**src/rtl/sqrt_operand_fifo_pkg.sv**
```systemverilog
// Shared fp32 field layout and classification result type for the sqrt operand path.
package sqrt_operand_fifo_pkg;

    localparam int FP32_W        = 32;
    localparam int FP32_SIGN_BIT = 31;
    localparam int FP32_EXP_MSB  = 30;
    localparam int FP32_EXP_LSB  = 23;
    localparam int FP32_MANT_MSB = 22;
    localparam int FP32_MANT_LSB = 0;
    localparam logic [7:0] FP32_EXP_ALL1 = 8'hFF;

    typedef struct packed {
        logic is_zero;
        logic is_nan;
        logic is_neg_drop;
    } fp32_class_t;

endpackage

```
**src/rtl/sqrt_operand_fifo_fp32_classify.sv**
```systemverilog
// Combinational fp32 classifier: zero, NaN, and "negative with no defined sqrt".
module fp32_classify
    import sqrt_operand_fifo_pkg::*;
(
    input  logic [FP32_W-1:0] operand,
    output fp32_class_t       cls
);

    logic                                 sign;
    logic [FP32_EXP_MSB-FP32_EXP_LSB:0]   exp_f;
    logic [FP32_MANT_MSB-FP32_MANT_LSB:0] mant_f;
    logic                                 exp_zero;
    logic                                 exp_ones;
    logic                                 mant_zero;

    assign sign      = operand[FP32_SIGN_BIT];
    assign exp_f     = operand[FP32_EXP_MSB:FP32_EXP_LSB];
    assign mant_f    = operand[FP32_MANT_MSB:FP32_MANT_LSB];
    assign exp_zero  = (exp_f == '0);
    assign exp_ones  = (exp_f == FP32_EXP_ALL1);
    assign mant_zero = (mant_f == '0);

    // -0 and -NaN have well-defined sqrt results, everything else negative does not
    always_comb begin
        cls             = '0;
        cls.is_zero     = exp_zero && mant_zero;
        cls.is_nan      = exp_ones && !mant_zero;
        cls.is_neg_drop = sign && !cls.is_zero && !cls.is_nan;
    end

endmodule

```
**src/rtl/sqrt_operand_fifo.sv**
```systemverilog
// Operand FIFO in front of the fp32 sqrt core; optionally filters negative operands.
module sqrt_operand_fifo
    import sqrt_operand_fifo_pkg::*;
#(
    parameter int WIDTH    = 32,
    parameter int DEPTH    = 8,
    parameter int AW       = 3,
    parameter bit DROP_NEG = 1'b1
) (
    input  logic             clk,
    input  logic             rst,
    input  logic [WIDTH-1:0] input_a,
    input  logic             input_a_stb,
    output logic             input_a_ack,
    output logic [WIDTH-1:0] output_z,
    output logic             output_z_stb,
    input  logic             output_z_ack,
    output logic [AW:0]      level,
    output logic             full,
    output logic             empty,
    output logic [15:0]      neg_drop_count
);

    localparam logic [AW:0] LVL_FULL = (AW+1)'(DEPTH);

    logic [WIDTH-1:0] mem [DEPTH];
    logic [AW-1:0]    wr_ptr;
    logic [AW-1:0]    rd_ptr;
    fp32_class_t      cls;
    logic             accept;
    logic             drop;
    logic             push;
    logic             pop;
    logic             unused_cls;

    fp32_classify u_classify (
        .operand (input_a[FP32_W-1:0]),
        .cls     (cls)
    );

    assign unused_cls = cls.is_zero ^ cls.is_nan;

    assign full         = (level == LVL_FULL);
    assign empty        = (level == '0);
    assign input_a_ack  = ~full;
    assign output_z_stb = ~empty;
    assign output_z     = mem[rd_ptr];

    // A dropped operand still consumes a handshake, so it also waits on ~full
    assign accept = input_a_stb && input_a_ack;
    assign drop   = accept && DROP_NEG && cls.is_neg_drop;
    assign push   = accept && !drop;
    assign pop    = output_z_stb && output_z_ack;

    always_ff @(posedge clk) begin
        if (push)
            mem[wr_ptr] <= input_a;
    end

    always_ff @(posedge clk or posedge rst) begin
        if (rst) begin
            wr_ptr <= '0;
            rd_ptr <= '0;
            level  <= '0;
        end else begin
            if (push)
                wr_ptr <= wr_ptr + 1'b1;
            if (pop)
                rd_ptr <= rd_ptr + 1'b1;
            case ({push, pop})
                2'b10:   level <= level + 1'b1;
                2'b01:   level <= level - 1'b1;
                default: level <= level;
            endcase
        end
    end

    always_ff @(posedge clk or posedge rst) begin
        if (rst)
            neg_drop_count <= '0;
        else if (drop && neg_drop_count != 16'hFFFF)
            neg_drop_count <= neg_drop_count + 16'd1;
    end

endmodule

```
**config.mk**
```make
export PLATFORM = sky130hd
export DESIGN_NAME = sqrt_operand_fifo
export DESIGN_NICKNAME = d
export VERILOG_FILES = /design/src/rtl/sqrt_operand_fifo_pkg.sv /design/src/rtl/sqrt_operand_fifo_fp32_classify.sv /design/src/rtl/sqrt_operand_fifo.sv
export SDC_FILE = /design/constraint.sdc
export NUM_CORES = 1
export LEC_CHECK = 0
export ABC_AREA = 1
export BUFFER_PORTS_ARGS = -buffer_cell sky130_fd_sc_hd__buf_2
export CAP_MARGIN = 20
export CORE_MARGIN = 2
export CORE_UTILIZATION = 46
export CTS_CLUSTER_SIZE = 12
export DETAILED_ROUTE_END_ITERATION = 16
export GPL_ROUTABILITY_DRIVEN = 0
export GPL_TIMING_DRIVEN = 0
export MAX_ROUTING_LAYER = met4
export SYNTH_ARGS = -nofsm -noshare
export SYNTH_HDL_FRONTEND = slang
export SYNTH_SLANG_ARGS = --single-unit
```
**constraint.sdc**
```tcl
create_clock -name clk -period 5.6 [get_ports clk]
set_clock_uncertainty 0.15 [all_clocks]
set_input_delay 1.12 -clock clk [delete_from_list [all_inputs] [get_ports clk]]
set_output_delay 1.12 -clock clk [all_outputs]
set_load 0.005 [all_outputs]
```
**Word level (Yosys, flattened, before mapping)**

Memories as Yosys holds them, arrays and structs flattened.
Index checks and enable logic that the tools add are counted.
Widths: inputs -> output; s select.

- Bits in registers: 26
- Bits in writable memories: 256
- Output and inout port bits: 56
- Logic and storage cells: 37
- Memories: 1

Memory list:

| name | words | width | rd ports | clocked after Yosys merged registers in | wr ports | RTL line | RTL |
|---|---|---|---|---|---|---|---|
| mem | 8 | 32 | 1 | 0 | 1 | sqrt_operand_fifo.sv:26 | `logic [WIDTH-1:0] mem [DEPTH];` |

- $add $sub $neg: 5
- Equality and inequality tests: 5
- Muxes and demuxes: 3
- Bitwise logic cells: 2
- Reduce and logical (&&, ||, !) cells: 17

Operator list:

| cell | number |
|---|---|
| $logic_not 23->1 | 1 |
| $add 16x1->16 const B | 1 |
| $ne 16x16->1 const B | 1 |
| $logic_and 1x1->1 | 9 |
| $eq 8x8->1 const B | 1 |
| $logic_not 8->1 | 1 |
| $pmux 4 s2 | 1 |
| $add 3x1->3 const B | 2 |
| $add 4x1->4 const B | 1 |
| $eq 4x4->1 const B | 1 |
| $logic_not 1->1 | 4 |
| $logic_not 4->1 | 1 |
| $sub 4x1->4 const B | 1 |
| $eq 2x1->1 const B | 1 |
| $eq 2x2->1 const B | 1 |
| $mux 1 | 2 |
| $not 1->1 | 2 |
| $reduce_bool 2->1 | 1 |

**Longest topological paths before layout**

Gate-level depths: netlist (run 1).

- Depth after elaboration: 10
- Mapped depth: 14

**Cells and area by module**

From an unflattened synthesis (run 1), not the netlist that was laid out.

- Cells, all modules: 1,054
- Area, all modules: 11,760.0 µm²

Modules (own cells, without submodules):

| module | times used | cells each | area an instance (µm²) |
|---|---|---|---|
| sqrt_operand_fifo | 1 | 1,019 | 11,617.4 |
| fp32_classify | 1 | 35 | 142.6 |

**Worst setup path before layout (run 1)**

No wires, ideal clock.

- Path type: input port to flip-flop
- Start: input port input_a[15]
- End: memory mem[0][0] (enable)
- Data arrival time: 3.342 ns
- Data required time: 5.029 ns
- Slack: 1.687 ns
- Stages: 9
- Buffers on the path: 0
- Cell sequence: nor2_1 > nand2_1 > nor2_1 > nand4_1 > nand3_1 > nand2_2 > inv_1 > nand2_1 > nor2_1

- Longest elaborated chain between the ends: 10

RTL lines:

| what | RTL line | RTL |
|---|---|---|
| start: declaration | sqrt_operand_fifo.sv:12 | `input logic [WIDTH-1:0] input_a,` |
| $logic_not 23->1 (*) | sqrt_operand_fifo_fp32_classify.sv:21 | `assign mant_zero = (mant_f == '0);` |
| $logic_and 1x1->1 / $logic_not 1->1 (equally long branches) | sqrt_operand_fifo_fp32_classify.sv:26, sqrt_operand_fifo_fp32_classify.sv:27 |  |
| $logic_not 1->1 / $logic_and 1x1->1 (equally long branches) | sqrt_operand_fifo_fp32_classify.sv:28, sqrt_operand_fifo_fp32_classify.sv:27 |  |
| $logic_and 1x1->1 / $logic_not 1->1 (equally long branches) | sqrt_operand_fifo_fp32_classify.sv:28 | `cls.is_neg_drop = sign && !cls.is_zero && !cls.is_nan;` |
| $logic_and 1x1->1 (*) | sqrt_operand_fifo_fp32_classify.sv:28 |  |
| $logic_and 1x1->1 (*) | sqrt_operand_fifo.sv:51 | `assign drop = accept && DROP_NEG && cls.is_neg_drop;` |
| $logic_not 1->1 (*) | sqrt_operand_fifo.sv:52 | `assign push = accept && !drop;` |
| $logic_and 1x1->1 (*) | sqrt_operand_fifo.sv:52 |  |
| $mux 1 (*) | sqrt_operand_fifo.sv:56 | `if (push)` |
| $mux 1 (implied by the code) (*) | sqrt_operand_fifo.sv:57 | `mem[wr_ptr] <= input_a;` |
| end: declaration | sqrt_operand_fifo.sv:26 |  |

Mark *: on every way between the ends. The rest lies on a longest branch, timed or not.

**Final worst setup path (run 1)**

- Start: register rd_ptr[0]
- End: output port output_z[28]

- Longest elaborated chain between the ends: 1

RTL lines:

| what | RTL line | RTL |
|---|---|---|
| start: declaration | sqrt_operand_fifo.sv:28 | `logic [AW-1:0] rd_ptr;` |
| start signal: assignment | sqrt_operand_fifo.sv:69 | `rd_ptr <= rd_ptr + 1'b1;` |
| $mem_v2 8x32 | n/a |  |
| end: declaration | sqrt_operand_fifo.sv:15 | `output logic [WIDTH-1:0] output_z,` |

No other way between the ends.

==> impl_metrics.ini, run 1 <==
[critical_path]
critical_path.endpoint_type = output pin
max_stage_delay_ns = 0.52
cp.arrival_ns = 2.67
crit_path_top_delay_cell = clkbuf_1
worst_path_most_repeated_cell = buf_2
r2r_cells = 9
worstPathCellList = inv_1, buf_2, clkbuf_1, o21ai_0, o22ai_1, nor2_1, a31oi_1, buf_2
critical_path_class = reg -> out
cp_max_fo = 10
cp.required_ns = 4.33
crit_path_start_kind = flop

[floorplanning]
dieArea_um2 = 26500
start_util_pct = 46.4
rows = 58
core_area_um2 = 25000
dieHeight_um = 163
dieWidth_um = 163
ios = 92

[final_layout]
finish.utilization_pct = 54.7
area_growth_pct = 17.8
nets = 1152
regArea_um2 = 8340
antennaDiodeCount = 0
drive_gt1_share_pct = 14.5
nFillCells = 2129
multiInputGateArea_um2 = 2980
final_cell_area_um2 = 13700

[routing]
drc_errors = 0
drtIter0Drc = 571
via_count = 7723
ant_nets = 0
wl_per_cell_um = 18.9
wirelength_um = 27600
first_pass_iters = 7
routed_via_density = 5.29

[timing]
fin_crit_sh_pct = 70.3
fin_ws_ns = 1.66
maxSlewHeadroom_pct = 49.6
slew_viol_final = 0
rsz0062_at_grt = no
finalHoldViolCount = 0
setup_violations = 0
worstMarginPinSlew_ns = 0.756
fin_crit_ns = 3.94
max_freq_ghz = 0.254

[pwr]
leakage_nw = 4.88
ir_drop_mv = 0.232
powerDensity_nw_per_um2 = 487

[cts]
clk_latency_ns = 0.54
cts_resized = 0
cts_max_level = 1
cts.reportedPaths.clkPinSlew_ns = 0.06
cts_sinks = 282
cts-hold-fix-buffers = 0
tritoncts = yes
cts_buffers = 29
cts_setup_buffers = 0
clockBufferDepth = 3
root_buffer = clkbuf_16

[job]
max_cap_viol_count = 0

[global_route]
antenna_found_initial = 0
grtUsageTotal_pct = 21.8
overflow = 0
grt_start_max_net_pins = 27
grt_pass1_wl_um = 42800
grt_pass1_vias = 7648

[synthesis]
netlist_instances = 978
seq_area_frac_synth_pct = 71.9
synth.net_count = 1021
synth_area_leaders = edfxtp_1, nor2_1, o21ai_0
synth_warnings = 0
async_reset_ff_share_pct = 9.22
synth_most_common_cell = nor2_1
synth_ff_type = edfxtp_1
synth_edf_count = 256
mappedNetlistArea_um2 = 11600
synth_cell_type_count = 27
synth_common_cells = nor2_1, edfxtp_1, o21ai_0
yosys_register_bits = 282
synth_top_area_share_pct = 66.3
syn_area_per_cell_um2 = 11.9
synth_area_leader_cell = edfxtp_1

[status]
status = finished clean

[hold_path]
hold_path.class = in -> async

[place]
numPortBuffers = 91
placed_area_um2 = 12700
dp_hpwl_um = 17900
place_ws_ns = 1.56
==> power by group <==
group          switching (W)  internal [W]  total (W)
sequential         0.0000893       0.00249    0.00258
combinational        0.00148      0.000737    0.00222
clock               0.000752       0.00110    0.00185
total                0.00232       0.00433    0.00665
==> layout by cell type, fill, tap and decap left out <==
cell	count
a21oi_1	3
a31oi_1	32
buf_1	4
buf_12	3
buf_16	6
buf_2	99
buf_8	1
bufinv_16	2
clkbuf_1	55
clkbuf_16	29
clkbuf_8	4
clkinv_1	2
clkinv_2	1
dfrtp_1	26
edfxtp_1	256
fa_1	1
ha_1	6
inv_1	32
nand2_1	80
nand2_2	3
nand2_4	1
nand3_1	7
nand4_1	22
nand4_4	1
nor2_1	255
nor2_2	2
nor2_4	9
nor3_1	3
nor3_2	2
nor3_4	1
o21ai_0	134
o22ai_1	32
xnor2_1	3
xor2_1	14
==> registers in the layout, indices dropped and copies added, names as in the netlist <==
register and flops:
level 4, mem 256, neg_drop_count 16, rd_ptr 3, wr_ptr 3
==> layer usage <==
metal / part of all wire, % / vias to the layer above / GRT usage [%]
met4: 1.9 / 0 / 5.43
met2: 49 / 249 / 36.1
met5: 0 / - / -
li1: - / 3745 / -
met3: 6.7 / 38 / 3.31
met1: 43 / 3691 / 28.5
==> critical path, delay by kind of cell (launching register included) <==
family,cells,cell delay [ns]
flip-flops,1,0.44
AND/OR/NAND/NOR,1,0.08
buffers and inverters,4,1.00
AO/OA/AOI/OAI,3,0.60
==> layout make-up <==
type / count / area share [%]
Buffer: 53 / 1.61
Clock buffer: 48 / 6.13
Clock inverter: 5 / 0.531
Inverter: 32 / 0.879
Multi-Input combinational cell: 611 / 21.8
Sequential cell: 282 / 61.0
Tap cell: 330 / 3.02
Timing Repair Buffer: 100 / 4.98
==> final timing paths <==
| kind | from | to | slack [ns] |
|---|---|---|---|
| max | rd_ptr[0] | output_z[28] | 1.66 |
| min reg2reg | neg_drop_count[15] | neg_drop_count[15] | 0.37 |
| min in group clk | neg_drop_count[15] | neg_drop_count[15] | 0.37 |
| max in group asynchronous | rst | neg_drop_count[11] | 4.54 |
| max reg2reg | level[1] | mem[0][14] | 2.74 |
| min | rst | neg_drop_count[7] | 0.35 |
==> kinds of logic (layout without fill, tap and decap cells) <==
logic type               after synthesis  after routing  synth area share (%)
AO/OA/AOI/OAI                        201            201                  9.37
XOR/XNOR                              17             17                  1.28
adder cells (fa/ha/maj)                7              7                 0.820
buffers and inverters                 85            238                  2.94
flip-flops                           282            282                  71.9
AND/OR/NAND/NOR                      386            386                  13.7
==> per-stage QoR <==
| stage | hold slack (ns) | TNS (ns) | cells | total power (W) |
|---|---|---|---|---|
| 2_1_floorplan | 0.349 | 0 | 978 | 0.00391 |
| 3_3_place_gp | 0.346 | -11.07 | 1399 | 0.00478 |
| 3_5_place_dp | 0.361 | 0 | 1407 | 0.00486 |
| 4_1_cts | 0.377 | 0 | 1460 | 0.00671 |
| 5_1_grt | 0.364 | 0 | 1461 | 0.00705 |
| 6_report | 0.354 | 0 | 1461 | 0.00665 |
No activity file was read; power rests on OpenSTA's default activity.
==> run 2: changes to the inputs <==
--- a/config.mk
+++ b/config.mk
@@ -15,6 +15,7 @@
 export GPL_ROUTABILITY_DRIVEN = 0
 export GPL_TIMING_DRIVEN = 0
 export MAX_ROUTING_LAYER = met4
+export PLACE_DENSITY = 0.66
 export SYNTH_ARGS = -nofsm -noshare
 export SYNTH_HDL_FRONTEND = slang
 export SYNTH_SLANG_ARGS = --single-unit
==> constraint.sdc (replaced) <==
create_clock -name clk -period 3.4 [get_ports clk]
set_clock_uncertainty 0.15 [all_clocks]
set_input_delay 0.68 -clock clk [delete_from_list [all_inputs] [get_ports clk]]
set_output_delay 0.68 -clock clk [all_outputs]
set_load 0.005 [all_outputs]
==> run 2 against run 1 <==
Effect of this change: hold slack lost 0.089 ns; routed wire length shrank 3.0%; die area is the same; final area is essentially flat; core utilization is essentially flat; largest power group unchanged.
==> impl_metrics.ini, run 2 (synthesized netlist as in run 1, its figures left out) <==
[critical_path]
reg2reg_setup_slack_ns = 0.57
crit_buf_inv = 4
path_delay_family = buffers and inverters
critical_path_class = reg -> out
crit_path_start_kind = flop
worstPathCellList = inv_1, buf_2, clkbuf_2, nor2_1, o22ai_1, nor2_1, a31oi_1, buf_2
cp_max_fo = 10
cp.arrival_ns = 2.44
critical_path.endpoint_type = output pin
crit_path_top_delay_cell = dfrtp_1
cp.required_ns = 2.57
max_stage_delay_ns = 0.44

[global_route]
grt_pass1_vias = 7551
antenna_found_initial = 0
grt_pass1_wl_um = 41400
grt_start_max_net_pins = 27
grtUsageTotal_pct = 20.8
overflow = 0

[cts]
cts_sinks = 282
cts_buffers = 29
clockBufferDepth = 3
cts.reportedPaths.clkPinSlew_ns = 0.06
cts_setup_buffers = 0
tritoncts = yes
root_buffer = clkbuf_16
clk_latency_ns = 0.55
cts_max_level = 1

[job]
max_cap_viol_count = 0

[routing]
routed_via_density = 5.32
ant_nets = 0
wirelength_um = 26800
via_count = 7779
drtIter0Drc = 596
drc_errors = 0
wl_per_cell_um = 18.3
first_pass_iters = 5

[floorplanning]
start_util_pct = 46.4
core_area_um2 = 25000
dieArea_um2 = 26500
rows = 58
ios = 92
dieHeight_um = 163
dieWidth_um = 163

[pwr]
leakage_nw = 4.93
ir_drop_mv = 0.460
powerDensity_nw_per_um2 = 795

[timing]
setup_violations = 0
max_freq_ghz = 0.306
fin_hold_ws_ns = 0.265
worstMarginPinSlew_ns = 0.652
rsz0062_at_grt = no
slew_viol_final = 0
fin_crit_ns = 3.27
finalHoldViolCount = 0
fin_crit_sh_pct = 96.1
maxSlewHeadroom_pct = 56.4

[final_layout]
largest_reg_flops = 256
layout_commonest_cell = edfxtp_1
top_register = mem
final_cell_mix = edfxtp_1, nor2_1, o21ai_0
nets = 1153
drive_gt1_share_pct = 16.5
antennaDiodeCount = 0
largestRegisters = mem (256), neg_drop_count (16), level (4)
finish.utilization_pct = 54.7
area_growth_pct = 17.8

[status]
status = finished clean

[place]
numPortBuffers = 91
dp_hpwl_um = 17400

[hold_path]
hold_path.class = in -> reg
-- run 2: metrics by stage --
stage / TNS [ns] / std cells / cell area [um^2] / worst slack (ns) / power [W]
2_1_floorplan: -16.17 / 978 / 11600 / -0.0730 / 0.00644
4_1_cts: -0.00553 / 1461 / 13600 / -0.00291 / 0.0109
3_3_place_gp: -404.93 / 1399 / 12500 / -1.83 / 0.00783
5_1_grt: 0 / 1463 / 13700 / 0.00173 / 0.0115
3_5_place_dp: -6.41 / 1407 / 12700 / -0.115 / 0.00797
6_report: 0 / 1463 / 13700 / 0.134 / 0.0109
-- run 2: path summary, 6_finish.rpt --
| check | start | end | depth (start not counted) |
|---|---|---|---|
| hold reg to reg | neg_drop_count[8] | neg_drop_count[8] | 2 |
| max in group asynchronous | rst | neg_drop_count[7] | 4 |
| hold / removal | input_a[20] | mem[2][20] | 1 |
| min in group asynchronous | rst | wr_ptr[0] | 3 |
| setup reg to reg | level[1] | mem[2][13] | 9 |
| setup / recovery | rd_ptr[0] | output_z[0] | 8 |
-- run 2: power by group --
part / leakage, nW / total [W] / internal (W) / switching, W
logic: 1.86 / 0.00367 / 0.00125 / 0.00242
clock network: 0.417 / 0.00294 / 0.00169 / 0.00126
registers: 2.65 / 0.00424 / 0.00410 / 0.000144
-- run 2: area by class of cell --
cell class | count | area, um^2
fillers | 2086 | 11300
inverters | 32 | 120
repair buffers | 101 | 683
multi-input cells | 611 | 2980
plain buffers | 53 | 256
well taps | 330 | 413
clock buffers | 48 | 807
flip-flops and latches | 282 | 8340
clock inverters | 6 | 62.6
-- run 2: layer usage --
| metal | wire length (um) | track usage, % |
|---|---|---|
| met1 | 11400 | 26.9 |
| met2 | 12800 | 33.6 |
| met3 | 1980 | 4.05 |
| met4 | 586 | 6.44 |
| met5 | 0 | - |
-- run 2: timing repair --
action	CTS	global route
endpoints found under the setup margin	5	30
hold buffers	0	1
gates resized for setup	6	36
endpoints found under the hold margin	0	2
==> run 3: changes to the inputs <==
--- a/config.mk
+++ b/config.mk
@@ -9,13 +9,13 @@
 export BUFFER_PORTS_ARGS = -buffer_cell sky130_fd_sc_hd__buf_2
 export CAP_MARGIN = 20
 export CORE_MARGIN = 2
-export CORE_UTILIZATION = 46
+export CORE_UTILIZATION = 54
 export CTS_CLUSTER_SIZE = 12
 export DETAILED_ROUTE_END_ITERATION = 16
 export GPL_ROUTABILITY_DRIVEN = 0
 export GPL_TIMING_DRIVEN = 0
 export MAX_ROUTING_LAYER = met4
-export PLACE_DENSITY = 0.66
+export PLACE_DENSITY = 0.76
 export SYNTH_ARGS = -nofsm -noshare
 export SYNTH_HDL_FRONTEND = slang
 export SYNTH_SLANG_ARGS = --single-unit
==> run 3 against run 2 <==
Effect of this change: clock-buffer cell count grew 2; sequential power is essentially flat; first-iteration DRC count grew 23%; critical endpoint is now output_z[23]; via count grew 2.6%; largest power group unchanged; critical path type unchanged; flip-flop and latch count is the same; core utilization grew 9.6 points; final area shrank 1.0%; worst setup slack lost 0.062 ns; largest cell class unchanged.
==> impl_metrics.ini, run 3 (synthesized netlist as in run 1, its figures left out) <==
[final_layout]
finish.utilization_pct = 64.3
area_growth_pct = 16.6
largestRegisters = mem (256), neg_drop_count (16), level (4)
layout_commonest_cell = edfxtp_1
top_register = mem
largest_reg_flops = 256
final_cells = 1407
drive_gt1_share_pct = 15.8
nets = 1151
final_cell_mix = edfxtp_1, nor2_1, o21ai_0

[routing]
via_count = 7982
drtIter0Drc = 733
ant_nets = 0
routed_via_density = 5.67
drc_errors = 0
first_pass_iters = 5
wirelength_um = 27100
wl_per_cell_um = 19.2

[floorplanning]
core_area_um2 = 21000
rows = 53
start_util_pct = 55.2
dieWidth_um = 151
ios = 92
dieHeight_um = 151
dieArea_um2 = 22700

[place]
numPlacedInstances = 1352
place_ws_ns = -0.0953
numPortBuffers = 91
dp_hpwl_um = 17300

[job]
max_cap_viol_count = 0

[timing]
fin_crit_ns = 3.33
fin_ws_ns = 0.0721
finalHoldViolCount = 0
rsz0062_at_grt = yes
maxSlewHeadroom_pct = 56.9
setup_violations = 0
slew_viol_final = 0
fin_hold_ws_ns = 0.0287
max_freq_ghz = 0.300
worstMarginPinSlew_ns = 0.646
fin_crit_sh_pct = 97.9

[global_route]
grt_pass1_vias = 7671
overflow = 0
antenna_found_initial = 2
grt_pass1_wl_um = 41600
grt_start_max_net_pins = 27
grtUsageTotal_pct = 25.0

[critical_path]
r2r-end = mem[4][4]
rr_startpoint = level[1]
cp.required_ns = 2.57
crit_path_start_kind = flop
cp.arrival_ns = 2.50
critical_path_class = reg -> out
critical_path.endpoint_type = output pin
crit_buf_inv = 5
worst_path_most_repeated_cell = buf_2
path_delay_family = buffers and inverters
worstPathCellList = inv_1, buf_2, buf_2, clkbuf_4, o21ai_0, a31oi_1, buf_2
max_stage_delay_ns = 0.45
r2r_cells = 9
crit_path_top_delay_cell = dfrtp_1
cp_max_fo = 10
reg2reg_setup_slack_ns = 0.61

[cts]
clockBufferDepth = 3
root_buffer = clkbuf_16
cts-hold-fix-buffers = 0
cts_sinks = 282
cts_setup_buffers = 0
clk_latency_ns = 0.54
tritoncts = yes
cts_buffers = 28
cts.reportedPaths.clkPinSlew_ns = 0.06
cts_max_level = 1

[pwr]
net-switching-power_w = 0.00380
ir_drop_mv = 0.449
leakage_nw = 4.88
internal_power_w = 0.00694
p_sw_share_pct = 35.4
power.share.sequential_pct = 39.6
power_w = 0.0107
p_comb_share_pct = 34.4
clock_power_share_pct = 26.0
powerDensity_nw_per_um2 = 795

[status]
status = finished clean

[hold_path]
hold_path.class = in -> async
## run 3: cell types whose count changed in the layout (fill, tap and decap cells not counted), moves of 2 or more
cell / before / now
diode_2: 0 / 2
buf_1: 1 / 3
clkbuf_1: 38 / 43
buf_16: 5 / 3
buf_12: 4 / 6
clkbuf_2: 21 / 16
## run 3: worst max-delay path by stage
stage / from / to / slack [ns] / cells past startpoint
2_1_floorplan: input_a[15] / mem[0][0] / -0.07 / 9
3_3_place_gp: input_a[21] / mem[0][20] / -1.72 / 10
3_5_place_dp: input_a[11] / mem[4][19] / -0.1 / 11
4_1_cts: rd_ptr[0] / output_z[0] / 0.01 / 6
5_1_grt: rd_ptr[0] / output_z[12] / -0.01 / 7
6_report: rd_ptr[0] / output_z[23] / 0.07 / 7
## run 3: stage by stage
stage | cell area [um^2] | setup TNS, ns
final | 13500 | 0
after floorplan | 11600 | -16.17
after global routing | 13500 | -0.0267
after global placement | 12400 | -392.26
after detailed placement | 12600 | -2.86
after CTS | 13500 | 0
## run 3: worst register-to-register path: cells and delay by family, from the launching register on
| kind | cells | cell delay (ns) |
|---|---|---|
| buffers and inverters | 3 | 0.46 |
| flip-flops | 1 | 0.42 |
| AND/OR/NAND/NOR | 6 | 1.46 |
## run 3: layout make-up
class                      count  area (um^2)
antenna                        2         5.00
fill                        1536         7510
buffer                        53          254
clock buffer                  50          805
multi-input combinational    611         2980
sequential                   282         8340
clock inverter                 2         13.8
inverter                      32          120
timing repair buffer         100          658
tap                          275          344
## run 3: power by group through the flow
stage,clock [W],sequential [W],combinational [W]
global placement,0,0.00432,0.00344
detailed placement,0,0.00432,0.00363
global route,0.00297,0.00428,0.00409
finish,0.00280,0.00425,0.00370
CTS,0.00283,0.00425,0.00367
floorplan,0,0.00429,0.00214
## run 3: repair_timing
item | CTS | global route
endpoints found under the hold margin | 0 | 0
setup endpoints to repair | 5 | 30
gates resized for setup | 10 | 25
## run 3: routing by layer
| layer | part of all wire [%] | track usage, % | vias to the layer above |
|---|---|---|---|
| met3 | 8.9 | 4.15 | 59 |
| met5 | 0 | - | - |
| met2 | 49 | 40.5 | 372 |
| met1 | 40 | 33.2 | 3803 |
| li1 | - | - | 3748 |
| met4 | 2.2 | 6.98 | 0 |
